===== src/rtl/gpio_strap_scan_pkg.sv =====
// Shared definitions for the GPIO strap scanner: FSM state encoding and the
// default pad count, which the pad control register block also uses.
package gpio_strap_scan_pkg;

  localparam int GPIO_N_DEFAULT = 13;

  typedef enum logic [2:0] {
    ST_IDLE = 3'd0,
    ST_SEL  = 3'd1,
    ST_PU   = 3'd2,
    ST_PD   = 3'd3,
    ST_DONE = 3'd4
  } scan_state_t;

endpackage


===== src/rtl/gpio_strap_settle_ctr.sv =====
// Settle-time down-counter. The counter is loaded with the settle count when
// a pull phase is entered. It then counts down to zero and holds there.
// 'expired' marks the cycle in which the pad input is sampled.
module gpio_strap_settle_ctr
  import gpio_strap_scan_pkg::*;
#(
  parameter int SETTLE_W = 8
) (
  input  logic                clk,
  input  logic                rst,
  input  logic                load,
  input  logic [SETTLE_W-1:0] load_value,
  output logic                expired
);

  logic [SETTLE_W-1:0] count;

  // Load on phase entry, otherwise count down and stop at zero.
  always_ff @(posedge clk) begin
    if (rst) begin
      count <= '0;
    end else if (load) begin
      count <= load_value;
    end else if (count != '0) begin
      count <= count - 1'b1;
    end
  end

  assign expired = (count == '0);

endmodule


===== src/rtl/gpio_strap_scan.sv =====
// GPIO strap scanner. It walks the masked pins one at a time. Each pin gets a
// pull-up phase and then a pull-down phase, and the pad is sampled at the end
// of each phase. A 0 read under the pull-up marks the pin strapped low. A 1
// read under the pull-down marks it strapped high. Pins that are not under
// test keep the software pull settings.
// Optional build macro GPIO_STRAP_SCAN_AUTO_EN: when defined, one scan of all
// pins runs automatically after each reset, with settle count AUTO_SETTLE.
module gpio_strap_scan
  import gpio_strap_scan_pkg::*;
#(
  parameter int                  N_GPIO      = GPIO_N_DEFAULT,
  parameter int                  SETTLE_W    = 8,
  parameter logic [SETTLE_W-1:0] AUTO_SETTLE = 8'd63
) (
  input  logic                clk,
  input  logic                rst,
  input  logic                start,
  input  logic [N_GPIO-1:0]   pin_mask,
  input  logic [SETTLE_W-1:0] settle_cycles,
  input  logic [N_GPIO-1:0]   gpio_in,
  input  logic [N_GPIO-1:0]   sw_pu,
  input  logic [N_GPIO-1:0]   sw_pd,
  output logic [N_GPIO-1:0]   gpio_pu,
  output logic [N_GPIO-1:0]   gpio_pd,
  output logic                busy,
  output logic                done,
  output logic [N_GPIO-1:0]   strap_hi,
  output logic [N_GPIO-1:0]   strap_lo
);

  localparam int IDX_W = (N_GPIO > 1) ? $clog2(N_GPIO) : 1;
  localparam logic [IDX_W-1:0] LAST_IDX = IDX_W'(N_GPIO - 1);

  scan_state_t         state;
  scan_state_t         state_d;
  logic [IDX_W-1:0]    idx;
  logic [IDX_W-1:0]    idx_d;
  logic [N_GPIO-1:0]   mask_q;
  logic [SETTLE_W-1:0] settle_q;
  logic                ctr_load;
  logic                expired;
  logic                auto_start;
  logic                scan_go;
  logic [N_GPIO-1:0]   pu_d;
  logic [N_GPIO-1:0]   pd_d;

`ifdef GPIO_STRAP_SCAN_AUTO_EN
  logic auto_pending;

  // Arm one automatic scan per reset and drop it once IDLE has seen it.
  always_ff @(posedge clk) begin
    if (rst) begin
      auto_pending <= 1'b1;
    end else if (state == ST_IDLE) begin
      auto_pending <= 1'b0;
    end
  end

  assign auto_start = auto_pending && (state == ST_IDLE);
`else
  assign auto_start = 1'b0;
`endif

  assign scan_go = start || auto_start;

  // A single settle counter is shared by the pull-up and pull-down phases.
  gpio_strap_settle_ctr #(
    .SETTLE_W(SETTLE_W)
  ) u_settle (
    .clk        (clk),
    .rst        (rst),
    .load       (ctr_load),
    .load_value (settle_q),
    .expired    (expired)
  );

  // Next-state and next-index decode. The counter is reloaded on every entry into PU or PD.
  always_comb begin
    state_d  = state;
    idx_d    = idx;
    ctr_load = 1'b0;
    case (state)
      ST_IDLE: begin
        if (scan_go) begin
          state_d = ST_SEL;
          idx_d   = '0;
        end
      end
      ST_SEL: begin
        if (mask_q[idx]) begin
          state_d  = ST_PU;
          ctr_load = 1'b1;
        end else if (idx == LAST_IDX) begin
          state_d = ST_DONE;
        end else begin
          idx_d = idx + 1'b1;
        end
      end
      ST_PU: begin
        if (expired) begin
          state_d  = ST_PD;
          ctr_load = 1'b1;
        end
      end
      ST_PD: begin
        if (expired) begin
          if (idx == LAST_IDX) begin
            state_d = ST_DONE;
          end else begin
            state_d = ST_SEL;
            idx_d   = idx + 1'b1;
          end
        end
      end
      ST_DONE: begin
        state_d = ST_IDLE;
      end
      default: begin
        state_d = ST_IDLE;
      end
    endcase
  end

  // Pull values for the coming cycle. The software settings apply everywhere except the pin in test.
  always_comb begin
    pu_d = sw_pu;
    pd_d = sw_pd;
    if (state_d == ST_PU) begin
      pu_d[idx_d] = 1'b1;
      pd_d[idx_d] = 1'b0;
    end else if (state_d == ST_PD) begin
      pu_d[idx_d] = 1'b0;
      pd_d[idx_d] = 1'b1;
    end
  end

  // FSM registers, scan capture, result sampling and the registered outputs.
  always_ff @(posedge clk) begin
    if (rst) begin
      state    <= ST_IDLE;
      idx      <= '0;
      mask_q   <= '0;
      settle_q <= '0;
      strap_hi <= '0;
      strap_lo <= '0;
      gpio_pu  <= '0;
      gpio_pd  <= '0;
      busy     <= 1'b0;
      done     <= 1'b0;
    end else begin
      state   <= state_d;
      idx     <= idx_d;
      gpio_pu <= pu_d;
      gpio_pd <= pd_d;
      busy    <= (state_d != ST_IDLE);
      done    <= (state_d == ST_DONE);
      case (state)
        ST_IDLE: begin
          if (scan_go) begin
            mask_q   <= auto_start ? {N_GPIO{1'b1}} : pin_mask;
            settle_q <= auto_start ? AUTO_SETTLE : settle_cycles;
            strap_hi <= '0;
            strap_lo <= '0;
          end
        end
        ST_PU: begin
          if (expired && !gpio_in[idx]) begin
            strap_lo[idx] <= 1'b1;
          end
        end
        ST_PD: begin
          if (expired && gpio_in[idx]) begin
            strap_hi[idx] <= 1'b1;
          end
        end
        default: begin
        end
      endcase
    end
  end

endmodule


===== config.mk =====
export PLATFORM = sky130hd
export DESIGN_NAME = gpio_strap_scan
export DESIGN_NICKNAME = d
export VERILOG_FILES = /design/src/rtl/gpio_strap_scan_pkg.sv /design/src/rtl/gpio_strap_settle_ctr.sv /design/src/rtl/gpio_strap_scan.sv
export SDC_FILE = /design/constraint.sdc
export NUM_CORES = 1
export LEC_CHECK = 0
export BUFFER_PORTS_ARGS = -buffer_cell sky130_fd_sc_hd__clkbuf_2
export CAP_MARGIN = 20
export CELL_PAD_IN_SITES_DETAIL_PLACEMENT = 1
export CELL_PAD_IN_SITES_GLOBAL_PLACEMENT = 1
export CORE_MARGIN = 2
export CORE_UTILIZATION = 41
export DETAILED_ROUTE_END_ITERATION = 7
export PLACE_DENSITY = 0.85
export SLEW_MARGIN = 20
export SYNTH_ARGS = -nofsm -noshare
export SYNTH_HDL_FRONTEND = slang
export SYNTH_SLANG_ARGS = --single-unit

===== constraint.sdc =====
create_clock -name clk -period 4.5 [get_ports clk]
set_input_delay 0.9 -clock clk [delete_from_list [all_inputs] [get_ports clk]]
set_output_delay 0.9 -clock clk [all_outputs]
set_load 0.05 [all_outputs]

==> impl_metrics.yaml <==
status:
  outcome: "completed"
yosys:
  synth_cell_types: 71
  synth.top_cell.area_share_pct: 44.17
  netlist_instances: 476
  synth-edff-count: 0
  yosysWarningCount: 0
  synth_area_per_cell_sq_um: 8.569
  ys.flop_type: "dfxtp_1"
  async_flop_share_pct: 0
  yosys.area.top_type: "dfxtp_1"
  netlist_area_sq_um: 4079
  synth_top_cells_by_area: "dfxtp_1 44%, a21oi_1 10%, nand2_1 6.7%, nor2_1 5.2%, mux4_2 2.2%"
  synth_seq_cells: 90
  syn_nets: 544
  ys_seq_area_share_pct: 44.17
final_layout:
  register_area_sq_um: 1802
  multi_input_area_sq_um: 2123
  area.growth.synth_to_final_pct: 21.10
  n_antenna_cell: 0
  nets: 647
  final_util_pct: 50.77
  drive_gt1_share_pct: 28.94
  fillers: 1233
routing:
  vias: 3894
  drt_iter0_drc: 170
  drtPass1Iterations: 4
  viasPerCell: 5.431
  ant_nets: 0
  drc: 0
  routedWlPerCell_um: 17.13
  drt-total-wl_um: 12280
job:
  cap_violations: 0
timing:
  post-route-period-util_pct: 77.66
  finalSetupTns_ns: 0
  fin_skew_ns: 0.01242
  period_needed_ns: 3.495
  whs_ns: 0.4588
  slew_headroom_pct: 31.40
  rsz0062_at_grt: "false"
  fmax_mhz: 286.1
  worst_slew_pin_slew_ns: 1.028
  setup_viol_count_final: 0
  hold_viol_final: 0
  slew_viol_final: 0
clocking:
  clockBufferDepth: 2
  numCtsBuffers: 9
  hold_buffers: 0
  clk_pin_slew_ns: 0.09
  cts_tree: "done"
  root_buffer: "clkbuf_8"
  htreeDepth: 3
  clk_latency_ns: 0.39
  postCtsSetupRepairBufs: 0
  cts_resized: 0
  cts_sinks: 90
power:
  combPwrFrac_pct: 25.8
  clock_power_share_pct: 28.7
  peakVddDrop_uv: 157.0
  sequentialPowerShare_pct: 45.6
  p_leak_uw: 0.001983
  p_per_area_nw_per_um2: 403.7
  internal_power_uw: 1320
  p_total_uw: 1994
  switchingPower_uw: 674.4
  swShare_pct: 33.82
floorplanning:
  fp.dieW_um: 103.7
  rows: 36
  initial_core_util_pct: 41.92
  dieArea_sq_um: 10760
  die_y_um: 103.7
  io-pin-count: 117
  core_area_sq_um: 9729
worst_setup_path:
  start_kind: "register"
  worstPathMaxFanout: 23
  worstPathCellList: "mux4_2 -> nand2_2 -> a41oi_2 -> a2bb2oi_1 -> nor2_1 -> a311oi_4 -> a21oi_1 -> a211oi_1"
  rrSetupSlack_ns: 1.01
  worst_ep_required_time_ns: 4.79
  crit_type: "reg2reg"
  cp.arrival_ns: 3.78
  slowest_stage: "dfxtp_1"
  end_kind: "register"
  slowest_delay_ns: 1.00
global_routing:
  antenna_found_initial: 0
  overflow: 0
  grt_usage_pct: 23.45
  grt_pass1_vias: 4057
  grt_pass1_wl_um: 20360
  grt_max_degree: 62
placement:
  gp_congestion: 0.8436
  hpwl_um: 9303
  port_buffers: 116
worst_hold_path:
  hold_path.class: "reg2reg"
## state kept, by name, indices dropped and copies added (netlist names)
name / count
settle_q: 8
strap_lo: 13
done: 1
u_settle.count: 8
strap_hi: 13
idx: 4
mask_q: 13
busy: 1
state: 3
gpio_pu: 13
gpio_pd: 13
## power groups by stage
stage	registers, uW	logic (uW)	clock network, uW
finish	909	514	572
global route	918	570	620
CTS	909	513	585
detailed placement	927	509	0
global placement	923	490	0
floorplan	966	338	0
## critical path, delay by kind of cell, from the launching register on
kind	cells	cell delay (ns)
DFF	1	1.00
muxes	1	0.61
AOI/OAI and AO/OA	5	1.49
and+or+nand+nor	2	0.29
## through the flow
stage / instance area (sq um) / setup slack (ns) / std cells
finish: 4940 / 1.005 / 717
global route: 4940 / 0.7185 / 717
CTS: 4940 / 0.9916 / 717
detailed placement: 4736 / 1.031 / 701
global placement: 4736 / 1.200 / 701
floorplan: 4079 / 1.483 / 476
## Yosys cell counts, types with 2 or more instances
library cell,instances
a211oi_1,10
a21oi_1,83
a22oi_1,2
a2bb2oi_1,2
a31oi_1,4
a32oi_1,2
and3_1,4
and3b_1,2
buf_2,3
clkbuf_1,22
dfxtp_1,90
ha_1,5
inv_1,9
mux2_4,2
mux2i_1,3
mux4_2,4
nand2_1,73
nand2b_1,3
nand3_1,9
nor2_1,56
nor2b_1,2
nor3_1,9
nor3_2,2
nor3_4,3
nor3b_1,8
nor3b_2,2
o2111ai_1,2
o21ai_0,14
o21ai_1,2
or3_1,2
xnor2_1,2
## layout make-up
| class | instances | share of cell area, % |
|---|---|---|
| multi-input combinational | 349 | 42.98 |
| sequential | 90 | 36.47 |
| timing repair buffer | 120 | 12.36 |
| tap | 133 | 3.369 |
| clock buffer | 10 | 2.786 |
| clock inverter | 6 | 1.342 |
| inverter | 9 | 0.6839 |
## cells in the final DEF (no fill, tap or decap), drive strengths merged, types with 9 or more instances in the layout
cell    instances
dfxtp          90
inv             9
nor3b          10
nor3           14
nand3           9
clkbuf        126
nor2           56
nand2          74
o21ai          16
a21oi          84
a211oi         11
## worst paths after layout
path	from	endpoint	cells after the start
max	idx[0]	gpio_pd[1]	8
min	mask_q[5]	mask_q[5]	2
max reg2reg	idx[0]	gpio_pd[1]	8
min reg2reg	mask_q[5]	mask_q[5]	2
## cells by family after synthesis
logic type,Yosys count,synth area share (%)
compound gates,142,22.79
mux,10,3.957
flops,90,44.17
simple gates,189,23.13
buf+inv,37,3.773
fa+ha+maj,5,1.534
xor+xnor,3,0.6443
## routing by layer
| layer | global-route usage, % | wire, um | vias to the layer above |
|---|---|---|---|
| li1 | - | - | 1885 |
| met1 | 28.46 | 5440 | 1878 |
| met4 | 9.942 | 249 | 0 |
| met3 | 4.657 | 538 | 19 |
| met2 | 40.49 | 6053 | 112 |
| met5 | 0 | 0 | - |
Note: power is estimated with default switching activity, not from simulation.
